==> src/rtl/instruction_loader.sv <==
// Assembles little-endian UART bytes into instruction words and writes them to
// instruction memory, clearing memory at session start and stopping on HALT_INSTR.
module instruction_loader #(
  parameter int                         WORD_WIDTH_BITS = 32,
  parameter int                         BYTE_SIZE       = 8,
  parameter logic [WORD_WIDTH_BITS-1:0] HALT_INSTR      = 32'hFFFFFFFF,
  parameter int                         COUNT_WIDTH     = 8
) (
  input  logic                       i_clk,
  input  logic                       i_reset,
  input  logic                       i_start,
  input  logic [BYTE_SIZE-1:0]       i_rx_data,
  input  logic                       i_rx_valid,
  input  logic                       i_mem_full,
  output logic [WORD_WIDTH_BITS-1:0] o_instruction,
  output logic                       o_inst_write,
  output logic                       o_clear,
  output logic                       o_busy,
  output logic                       o_done,
  output logic                       o_error,
  output logic [COUNT_WIDTH-1:0]     o_word_count
);

  localparam int NB = WORD_WIDTH_BITS / BYTE_SIZE;
  localparam int IW = (NB > 1) ? $clog2(NB) : 1;
  localparam logic [IW-1:0] LAST_IDX = IW'(NB - 1);

  typedef enum logic [2:0] {
    IDLE, CLEAR, RECEIVE, WRITE, DONE, ERROR
  } state_e;

  state_e                     state_q, state_d;
  logic [IW-1:0]              idx_q, idx_d;
  logic [WORD_WIDTH_BITS-1:0] asm_q, asm_d;
  logic [COUNT_WIDTH-1:0]     cnt_q, cnt_d;

  always_ff @(posedge i_clk or negedge i_reset) begin
    if (!i_reset) begin
      state_q <= IDLE;
      idx_q   <= '0;
      asm_q   <= '0;
      cnt_q   <= '0;
    end else begin
      state_q <= state_d;
      idx_q   <= idx_d;
      asm_q   <= asm_d;
      cnt_q   <= cnt_d;
    end
  end

  always_comb begin
    state_d      = state_q;
    idx_d        = idx_q;
    asm_d        = asm_q;
    cnt_d        = cnt_q;
    o_clear      = 1'b0;
    o_inst_write = 1'b0;
    case (state_q)
      IDLE, DONE, ERROR: begin
        if (i_start) state_d = CLEAR;
      end
      CLEAR: begin
        o_clear = 1'b1;
        idx_d   = '0;
        asm_d   = '0;
        cnt_d   = '0;
        state_d = RECEIVE;
      end
      RECEIVE: begin
        if (i_start) begin
          state_d = CLEAR;
        end else if (i_rx_valid) begin
          asm_d[BYTE_SIZE*int'(idx_q) +: BYTE_SIZE] = i_rx_data;
          if (idx_q == LAST_IDX) begin
            idx_d   = '0;
            state_d = WRITE;
          end else begin
            idx_d = idx_q + 1'b1;
          end
        end
      end
      WRITE: begin
        // An abort takes priority over the write so the half-session word never lands.
        if (i_start) begin
          state_d = CLEAR;
        end else if (i_mem_full) begin
          state_d = ERROR;
        end else begin
          o_inst_write = 1'b1;
          if (cnt_q != '1) cnt_d = cnt_q + 1'b1;
          state_d = (asm_q == HALT_INSTR) ? DONE : RECEIVE;
        end
      end
      default: state_d = IDLE;
    endcase
  end

  assign o_instruction = asm_q;
  assign o_word_count  = cnt_q;
  assign o_busy        = (state_q == CLEAR) || (state_q == RECEIVE) || (state_q == WRITE);
  assign o_done        = (state_q == DONE);
  assign o_error       = (state_q == ERROR);

endmodule
==> config.mk <==
export PLATFORM = sky130hd
export DESIGN_NAME = instruction_loader
export DESIGN_NICKNAME = d
export VERILOG_FILES = /design/src/rtl/instruction_loader.sv
export SDC_FILE = /design/constraint.sdc
export NUM_CORES = 1
export LEC_CHECK = 0
export CORE_AREA = 2 2 76 78
export DETAILED_ROUTE_END_ITERATION = 16
export DIE_AREA = 0 0 78 80
export PLACE_DENSITY = 0.82
export SETUP_SLACK_MARGIN = 0.5
export SYNTH_ARGS = -nofsm -noshare
export SYNTH_HDL_FRONTEND = slang
export SYNTH_SLANG_ARGS = --single-unit
==> constraint.sdc <==
create_clock -name i_clk -period 1.6 [get_ports i_clk]
set_input_delay 0.32 -clock i_clk [delete_from_list [all_inputs] [get_ports i_clk]]
set_output_delay 0.32 -clock i_clk [all_outputs]
set_load 0.02 [all_outputs]
==> impl_metrics.py, run 1 <==
metrics = {
    "floorplanning": {
        "io_pins": 58,
        "initial_core_util": 0.429,
        "placementRows": 27,
        "die_area_um2": 6240,
        "die_h_um": 80,
        "core_um2": 5410,
        "die_width_um": 78,
    },
    "layout": {
        "n_fill_cell": 252,
        "mostFrequentLayoutCells": "buf_6, buf_4, nand2_1",
        "diodes": 0,
        "drive_gt1_frac": 0.644,
        "nets": 393,
        "final_area_um2": 4460,
        "syn2layout_area_growth_pct": 92.2,
        "multi_input_area_um2": 1520,
        "seq_area_um2": 1150,
        "final_common_cell": "buf_6",
    },
    "sta": {
        "finalSetupViolCount": 46,
        "finalClockSkew_ns": 0.0105,
        "tightest_slew_ns": 0.427,
        "fin_crit_ns": 1.84,
        "fin_tns_setup_ns": -5.57,
        "setup_slack_ns": -0.245,
        "slew_headroom": 0.714,
        "rsz0062_at_grt": "yes",
        "period_share": 1.15,
        "hold_violations": 0,
        "fmax_ghz": 0.542,
        "report.final.slew_viol_count": 0,
    },
    "yosys": {
        "synth_top_family_by_area": "simple AND/OR/NAND/NOR gates",
        "async_reset_ff_frac": 1.00,
        "netlist_instances": 228,
        "synth-seq-cells": 45,
        "synth-main-ff-cell": "dfrtp_1",
        "yosys.area_share.xor_xnor": 0.00755,
        "syn_nets": 248,
        "syn-cell-area_um2": 2320,
        "yosys-top-cells-area": "dfrtp_1, nand2_1, o31ai_1",
        "synth.largest_area_cell": "dfrtp_1",
        "yosys.cell_types.count": 39,
        "synth_top_area_frac": 0.485,
        "synth-adder-area-share": 0.0378,
        "ys_seq_area_frac": 0.485,
        "synth_edf_count": 0,
        "synthSimpleGateAreaFrac": 0.218,
        "synth_compound_area_frac": 0.198,
        "yosys_warnings": 0,
        "synthMuxAreaShare": 0.00485,
        "synth.avg_cell_area_um2": 10.2,
    },
    "route": {
        "drt-pass1-iter-count": 5,
        "drcViolationCount": 0,
        "vias": 2634,
        "drt_iter0_markers": 180,
        "routed_wl_um": 10200,
        "postRouteAntennaNets": 0,
        "vias_per_cell": 5.91,
        "wl_per_cell_um": 22.8,
    },
    "flow_run": {
        "maxCapViolations": 0,
    },
    "clock_network": {
        "cts_buffers": 5,
        "clk_path_buf_depth": 2,
        "clk_pin_slew_ns": 0.10,
        "cts_sinks": 45,
        "tritoncts": "yes",
        "root_buffer": "clkbuf_8",
        "h-tree-depth": 2,
        "clk_latency_ns": 0.32,
    },
    "critical_path": {
        "crit_arrival_ns": 2.05,
        "critPathKind": "reg -> reg",
        "crit_required_ns": 1.81,
        "cpLargestDelayFamily": "simple AND/OR/NAND/NOR gates",
        "slowest_delay_ns": 0.46,
        "crit_fanout": 8,
        "r2r_slack_ns": -0.24,
        "critPathSlowestCell": "dfrtp_2",
        "critPathBufInv": 1,
        "worst_setup_path_start_kind": "flip-flop",
        "critical_path.cell_chain": "or3b_4 > buf_12 > nor2_8 > nand4_4 > o31ai_1",
        "crit_path_end_kind": "flip-flop",
    },
    "outcome": {
        "status": "finished with violations",
        "violations": "setup timing",
    },
    "grt": {
        "grt_first_pass_wirelength_um": 12300,
        "grt_overflow": 0,
        "grtUsageTotal": 0.257,
        "antenna_found_initial": 0,
        "grt_pass1_vias": 2394,
        "grt_max_degree": 21,
    },
    "worst_hold_path": {
        "hold_class": "in -> async",
    },
    "placement": {
        "hpwl_um": 4300,
        "gp_congestion": 0.875,
        "pre_cts_ws_ns": -0.414,
        "portBuffers": 57,
        "placed_area_um2": 3250,
    },
    "power_and_ir_drop": {
        "ir_worst_vdd_mv": 1.09,
        "cellPowerDensity_nw_per_um2": 1440,
        "p_leak_uw": 0.00198,
        "p_total_uw": 6410,
    },
}
==> worst paths after layout <==
check	depth (start not counted)	from	endpoint
setup / recovery	5	state_q[1]	o_instruction[16]
hold / removal	2	i_reset	o_instruction[8]
setup reg to reg	5	state_q[1]	o_instruction[16]
hold reg to reg	2	o_instruction[6]	o_instruction[6]
max in group asynchronous	3	i_reset	o_word_count[3]
min in group i_clk	2	o_instruction[6]	o_instruction[6]
==> flip-flops by register name, summed over array words and instances (netlist names) <==
name / cells
idx_q: 2
o_instruction: 32
o_word_count: 8
state_q: 3
==> synthesized netlist by cell type, types with 3 or more instances <==
cell type,number
nand2_1,49
dfrtp_1,45
o31ai_1,24
inv_1,13
nor2_1,12
nand4_1,10
ha_1,7
o21ai_1,7
a21oi_1,5
o21ai_0,5
buf_4,4
o221ai_4,4
or3_1,4
nand4_2,3
nor3_1,3
==> worst register-to-register path, cell delays in order, from the launching register on <==
cell     delay, ns
dfrtp_2       0.46
or3b_4        0.41
buf_12        0.16
nor2_8        0.14
nand4_4       0.23
o31ai_1       0.33
==> through the flow <==
stage,instances,hold slack [ns],util
finish,446,0.459,0.825
floorplan,228,0.0244,-
global route,446,0.491,0.825
global placement,374,0.316,0.601
CTS,413,0.512,0.720
detailed placement,374,0.318,0.601
==> report_power, final <==
group / switching (uW) / internal (uW) / total (uW)
clock network: 467 / 473 / 940
registers: 168 / 1300 / 1460
logic: 2080 / 1930 / 4010
==> cell type report <==
cell class,count,area share
Timing Repair Buffer,146,0.344
Multi-Input combinational cell,162,0.342
Sequential cell,45,0.257
Tap cell,72,0.0202
Clock buffer,6,0.0163
Inverter,13,0.0118
Clock inverter,2,0.00870
==> timing repair <==
item | CTS | global route
cloned | 0 | 2
gates resized for setup | 318 | 68
endpoints found under the hold margin | 18 | 0
setup buffers | 30 | 31
setup endpoints to repair | 90 | 113
pin swaps | 18 | 28
hold buffers | 1 | 0
==> routing by layer <==
metal | GRT usage | part of all wire | up-vias
li1 | - | - | 1127
met1 | 0.307 | 0.38 | 1339
met2 | 0.458 | 0.52 | 127
met3 | 0.0486 | 0.054 | 41
met4 | 0.104 | 0.040 | 0
met5 | 0 | 0 | -
==> logic make-up after synthesis <==
group                      count (synthesis)
AOI/OAI and AO/OA                         56
and+or+nand+nor                           96
DFF                                       45
xor gates and xnor gates                   2
muxes                                      1
adders and majority gates                  7
buffers and inverters                     21
Power figures use the tool's default switching activity.
==> run 2: changes to the inputs <==
--- a/config.mk
+++ b/config.mk
@@ -5,9 +5,9 @@
 export SDC_FILE = /design/constraint.sdc
 export NUM_CORES = 1
 export LEC_CHECK = 0
-export CORE_AREA = 2 2 76 78
+export CORE_AREA = 2 2 97 62
 export DETAILED_ROUTE_END_ITERATION = 16
-export DIE_AREA = 0 0 78 80
+export DIE_AREA = 0 0 99 64
 export PLACE_DENSITY = 0.82
 export SETUP_SLACK_MARGIN = 0.5
 export SYNTH_ARGS = -nofsm -noshare
==> run 2 against run 1 <==
Against the previous run:
- the flow still finishes with violations (setup timing)
- wire length fell by 7.0%
- clock power fell by 21%
- maximum frequency fell by 3.7%
- via count fell by 1.1%
- final cell count fell by 3.1%
- global-route usage fell by 0.22 points
- non-clock buffer count fell by 14
- critical path type unchanged
- largest power group unchanged
- highest routed layer unchanged
==> impl_metrics.py, run 2 (synthesized netlist as in run 1, its figures left out) <==
metrics = {
    "outcome": {
        "status": "finished with violations",
        "violations": "setup timing",
    },
    "floorplanning": {
        "die_area_um2": 6340,
        "io_pins": 58,
        "placementRows": 21,
        "die_width_um": 99,
        "die_h_um": 64,
        "core_um2": 5390,
        "initial_core_util": 0.431,
    },
    "clock_network": {
        "cts_sinks": 45,
        "h-tree-depth": 2,
        "clk_pin_slew_ns": 0.09,
        "root_buffer": "clkbuf_8",
        "clk_latency_ns": 0.30,
        "clk_path_buf_depth": 2,
        "cts_buffers": 5,
        "tritoncts": "yes",
    },
    "placement": {
        "place_inst": 369,
        "placed_area_um2": 3230,
        "portBuffers": 57,
        "gp_congestion": 0.833,
        "pre_cts_ws_ns": -0.490,
        "hpwl_um": 4530,
    },
    "critical_path": {
        "crit_path_end_kind": "flip-flop",
        "worst_setup_path_start_kind": "flip-flop",
        "crit_fanout": 8,
        "crit_arrival_ns": 2.11,
        "critPathKind": "reg -> reg",
        "crit_required_ns": 1.79,
    },
    "route": {
        "drt-pass1-iter-count": 5,
        "drcViolationCount": 0,
        "postRouteAntennaNets": 0,
        "vias": 2606,
        "routed_wl_um": 9450,
        "wl_per_cell_um": 21.9,
        "vias_per_cell": 6.03,
        "drt_iter0_markers": 295,
    },
    "grt": {
        "use_met3": 0.0536,
        "grt_pass1_vias": 2404,
        "antenna_found_initial": 0,
        "grt_overflow": 0,
        "top_usage_layer": "met2",
        "grt_max_degree": 46,
        "grt_first_pass_wirelength_um": 12700,
        "grtUsageTotal": 0.255,
        "grtUsageMet1": 0.363,
        "met2_usage": 0.399,
    },
    "power_and_ir_drop": {
        "pwr-share-seq": 0.243,
        "p_int_uw": 3500,
        "p_sw_uw": 2720,
        "ir_worst_vdd_mv": 1.05,
        "p_leak_uw": 0.00191,
        "p_total_uw": 6210,
        "cellPowerDensity_nw_per_um2": 1440,
        "swShare": 0.438,
        "combPwrFrac": 0.638,
        "clkPwrFrac": 0.119,
    },
    "layout": {
        "n_fill_cell": 260,
        "nets": 382,
        "syn2layout_area_growth_pct": 85.6,
        "mostFrequentLayoutCells": "buf_6, nand2_1, buf_4",
        "largest_register_ffs": 32,
        "drive_gt1_frac": 0.592,
        "diodes": 0,
        "final_area_um2": 4310,
        "stdcell_count": 432,
        "final_common_cell": "buf_6",
    },
    "sta": {
        "tightest_slew_ns": 0.494,
        "setup_slack_ns": -0.315,
        "finalSetupViolCount": 38,
        "rsz0062_at_grt": "yes",
        "fmax_ghz": 0.522,
        "finalClockSkew_ns": 0.00747,
        "report.final.slew_viol_count": 0,
        "slew_headroom": 0.671,
        "period_share": 1.20,
        "fin_crit_ns": 1.92,
        "hold_violations": 0,
    },
    "worst_hold_path": {
        "hold_class": "in -> async",
    },
    "flow_run": {
        "maxCapViolations": 0,
    },
}
==> run 2: changes by cell type in the layout (fill, tap and decap cells not counted), moves of 2 or more <==
cell	change
o31ai_4	-3
buf_6	-13
buf_12	+2
a21oi_1	+3
o31ai_1	+9
buf_4	-4
o31ai_2	-6
a21oi_2	-3
o221ai_4	+3
clkinv_4	+2
==> run 2: area by class of cell <==
cell class	instances	area, um^2	share of cell area
timing repair buffer	132	1420	0.329
sequential	45	1150	0.267
multi-input combinational	165	1510	0.350
clock buffer	5	68.8	0.0160
inverter	13	55.1	0.0128
clock inverter	3	22.5	0.00523
tap	69	86.3	0.0201
==> run 2: path summary, 6_finish.rpt <==
path	start	to	slack [ns]	cells after the start
max	state_q[2]	o_instruction[8]	-0.32	5
max in group asynchronous	i_reset	o_instruction[15]	0.85	3
min	i_reset	state_q[0]	0.51	3
min in group i_clk	o_instruction[31]	o_instruction[31]	0.54	2
min reg2reg	o_instruction[31]	o_instruction[31]	0.54	2
max reg2reg	state_q[2]	o_instruction[8]	-0.32	5
==> run 2: repair_timing <==
item | in CTS | in global routing
hold endpoints to repair | 34 | 0
setup endpoints to repair | 90 | 90
hold buffers | 1 | 0
setup buffers | 31 | 18
pin swaps | 28 | 21
resized for setup | 310 | 50
cloned | 4 | 1
==> run 2: stage by stage <==
stage                     TNS [ns]   util  hold slack (ns)
after floorplan             -0.475      -           0.0244
after global placement      -16.61  0.599            0.311
after detailed placement    -18.73  0.599            0.313
after CTS                    -2.68  0.732            0.523
after global routing         -8.68  0.799            0.550
final                        -6.57  0.799            0.513
==> run 2: power groups by stage <==
stage          Clock [uW]  Sequential, uW  Combinational, uW
3_5_place_dp            0            1460               2350
3_3_place_gp            0            1460               2290
5_1_grt               803            1530               4120
2_1_floorplan           0            1560               1550
4_1_cts               726            1470               3150
6_report              742            1510               3960
==> run 2: layer usage <==
layer,part of all wire,vias up
met1,0.42,1284
met3,0.096,29
met2,0.47,168
met4,0.018,0
li1,-,1125
met5,0,-
==> run 2: critical path, cell delays in order, from the launching register on <==
cell	delay [ns]
dfrtp_2	0.45
or3b_4	0.45
buf_12	0.17
nor2_8	0.14
nand4_4	0.25
o31ai_1	0.35
==> run 3: changes to the inputs <==
--- a/config.mk
+++ b/config.mk
@@ -10,6 +10,7 @@
 export DIE_AREA = 0 0 99 64
 export PLACE_DENSITY = 0.82
 export SETUP_SLACK_MARGIN = 0.5
+export SKIP_CTS_REPAIR_TIMING = 1
 export SYNTH_ARGS = -nofsm -noshare
 export SYNTH_HDL_FRONTEND = slang
 export SYNTH_SLANG_ARGS = --single-unit
==> run 3 against run 2 <==
Against the previous run:
- the flow still finishes with violations (setup timing)
- register-to-register slack improved by 0.11 ns
- via count shrank 8.2%
- wire length down 18%
==> impl_metrics.py, run 3 (synthesized netlist as in run 1, its figures left out) <==
metrics = {
    "sta": {
        "fin_crit_ns": 1.80,
        "tightest_slew_ns": 0.475,
        "slew_headroom": 0.683,
        "period_share": 1.13,
        "hold_violations": 0,
        "setup_slack_ns": -0.204,
        "finalClockSkew_ns": 0.00585,
        "report.final.slew_viol_count": 0,
        "fmax_ghz": 0.554,
        "whs_ns": 0.438,
        "rsz0062_at_grt": "yes",
        "finalSetupViolCount": 37,
    },
    "critical_path": {
        "rr_worst_depth": 6,
        "crit_fanout": 10,
        "worst_setup_path_start_kind": "flip-flop",
        "crit_arrival_ns": 2.02,
        "crit_required_ns": 1.81,
        "critPathKind": "reg -> reg",
        "r2r_slack_ns": -0.20,
        "worstReg2RegEnd": "o_instruction[13]",
        "r2r-start": "state_q[0]",
        "crit_path_end_kind": "flip-flop",
    },
    "floorplanning": {
        "die_area_um2": 6340,
        "core_um2": 5390,
        "initial_core_util": 0.431,
        "io_pins": 58,
        "die_width_um": 99,
        "die_h_um": 64,
        "placementRows": 21,
    },
    "grt": {
        "met2_usage": 0.291,
        "grtUsageMet1": 0.275,
        "grtUsageTotal": 0.189,
        "grt_overflow": 0,
        "grt_pass1_vias": 1934,
        "grt_max_degree": 46,
        "use_met3": 0.0460,
        "antenna_found_initial": 0,
        "grt_first_pass_wirelength_um": 9550,
        "top_usage_layer": "met2",
    },
    "outcome": {
        "violations": "setup timing",
        "status": "finished with violations",
    },
    "worst_hold_path": {
        "min_path_cells": 2,
        "min_to": "state_q[2]",
        "hold_class": "in -> reg",
        "min_from": "i_start",
    },
    "clock_network": {
        "root_buffer": "clkbuf_8",
        "cts_buffers": 5,
        "tritoncts": "yes",
        "clk_pin_slew_ns": 0.09,
        "cts_sinks": 45,
        "h-tree-depth": 2,
        "clk_latency_ns": 0.31,
        "clk_path_buf_depth": 2,
    },
    "layout": {
        "stdcell_count": 417,
        "drive_gt1_frac": 0.534,
        "mostFrequentLayoutCells": "buf_6, nand2_1, buf_4",
        "nets": 367,
        "final_common_cell": "buf_6",
        "syn2layout_area_growth_pct": 70.8,
        "n_fill_cell": 349,
        "diodes": 0,
        "largest_register_ffs": 32,
    },
    "placement": {
        "pre_cts_ws_ns": -0.490,
        "hpwl_um": 4530,
        "gp_congestion": 0.833,
        "portBuffers": 57,
        "place_inst": 369,
    },
    "flow_run": {
        "maxCapViolations": 0,
    },
    "route": {
        "postRouteAntennaNets": 0,
        "vias_per_cell": 5.74,
        "wl_per_cell_um": 18.5,
        "routed_wl_um": 7730,
        "drt-pass1-iter-count": 4,
        "vias": 2392,
        "drt_iter0_markers": 198,
        "drcViolationCount": 0,
    },
    "power_and_ir_drop": {
        "p_total_uw": 5390,
        "ir_worst_vdd_mv": 0.835,
        "p_leak_uw": 0.00175,
        "cellPowerDensity_nw_per_um2": 1360,
    },
}
[run 3: changes by cell type in the layout (fill, tap and decap cells not counted), sizes merged]
cell          previous run  this run
clkbuf                   6         5
dlygate4sd2              2         0
buf                    118       105
bufbuf                   1         0
dlymetal6s2s             0         2
[run 3: worst max-delay path by stage]
stage	endpoint	slack [ns]	startpoint	cells after the start
after floorplan	o_instruction[0]	-0.03	state_q[0]	6
after global placement	o_inst_write	-0.46	i_start	3
after detailed placement	o_instruction[13]	-0.49	i_start	4
after CTS	o_inst_write	-0.50	state_q[0]	4
after global routing	o_instruction[28]	-0.29	state_q[0]	6
final	o_instruction[13]	-0.20	state_q[0]	6
[run 3: metal layers]
metal | share of wire | vias up
li1 | - | 1089
met1 | 0.44 | 1181
met2 | 0.47 | 109
met3 | 0.075 | 13
met4 | 0.013 | 0
met5 | 0 | -
[run 3: power by group]
part | switching, uW | internal (uW) | total (uW)
combinational | 1770 | 1420 | 3190
sequential | 180 | 1290 | 1470
clock | 419 | 310 | 730
[run 3: critical path, stage by stage (launching register included)]
cell and delay [ns]:
dfrtp_1 0.44, or3b_4 0.41, buf_12 0.16, buf_4 0.14, o221ai_4 0.34, nand2_1 0.13
o31ai_2 0.08
[run 3: cell type report]
type                       count  area (um^2)  area share
inverter                      13         52.6      0.0133
timing repair buffer         117         1150       0.292
clock buffer                   5         68.8      0.0174
multi-input combinational    165         1430       0.361
tap                           69         86.3      0.0218
clock inverter                 3         22.5     0.00569
sequential                    45         1150       0.290
[run 3: through the flow]
step	instance area, um^2	util	TNS, ns
4_1_cts	3320	0.616	-9.88
3_3_place_gp	3230	0.599	-16.61
5_1_grt	3960	0.735	-8.10
2_1_floorplan	2470	-	-0.475
6_report	3960	0.735	-5.41
3_5_place_dp	3230	0.599	-18.73
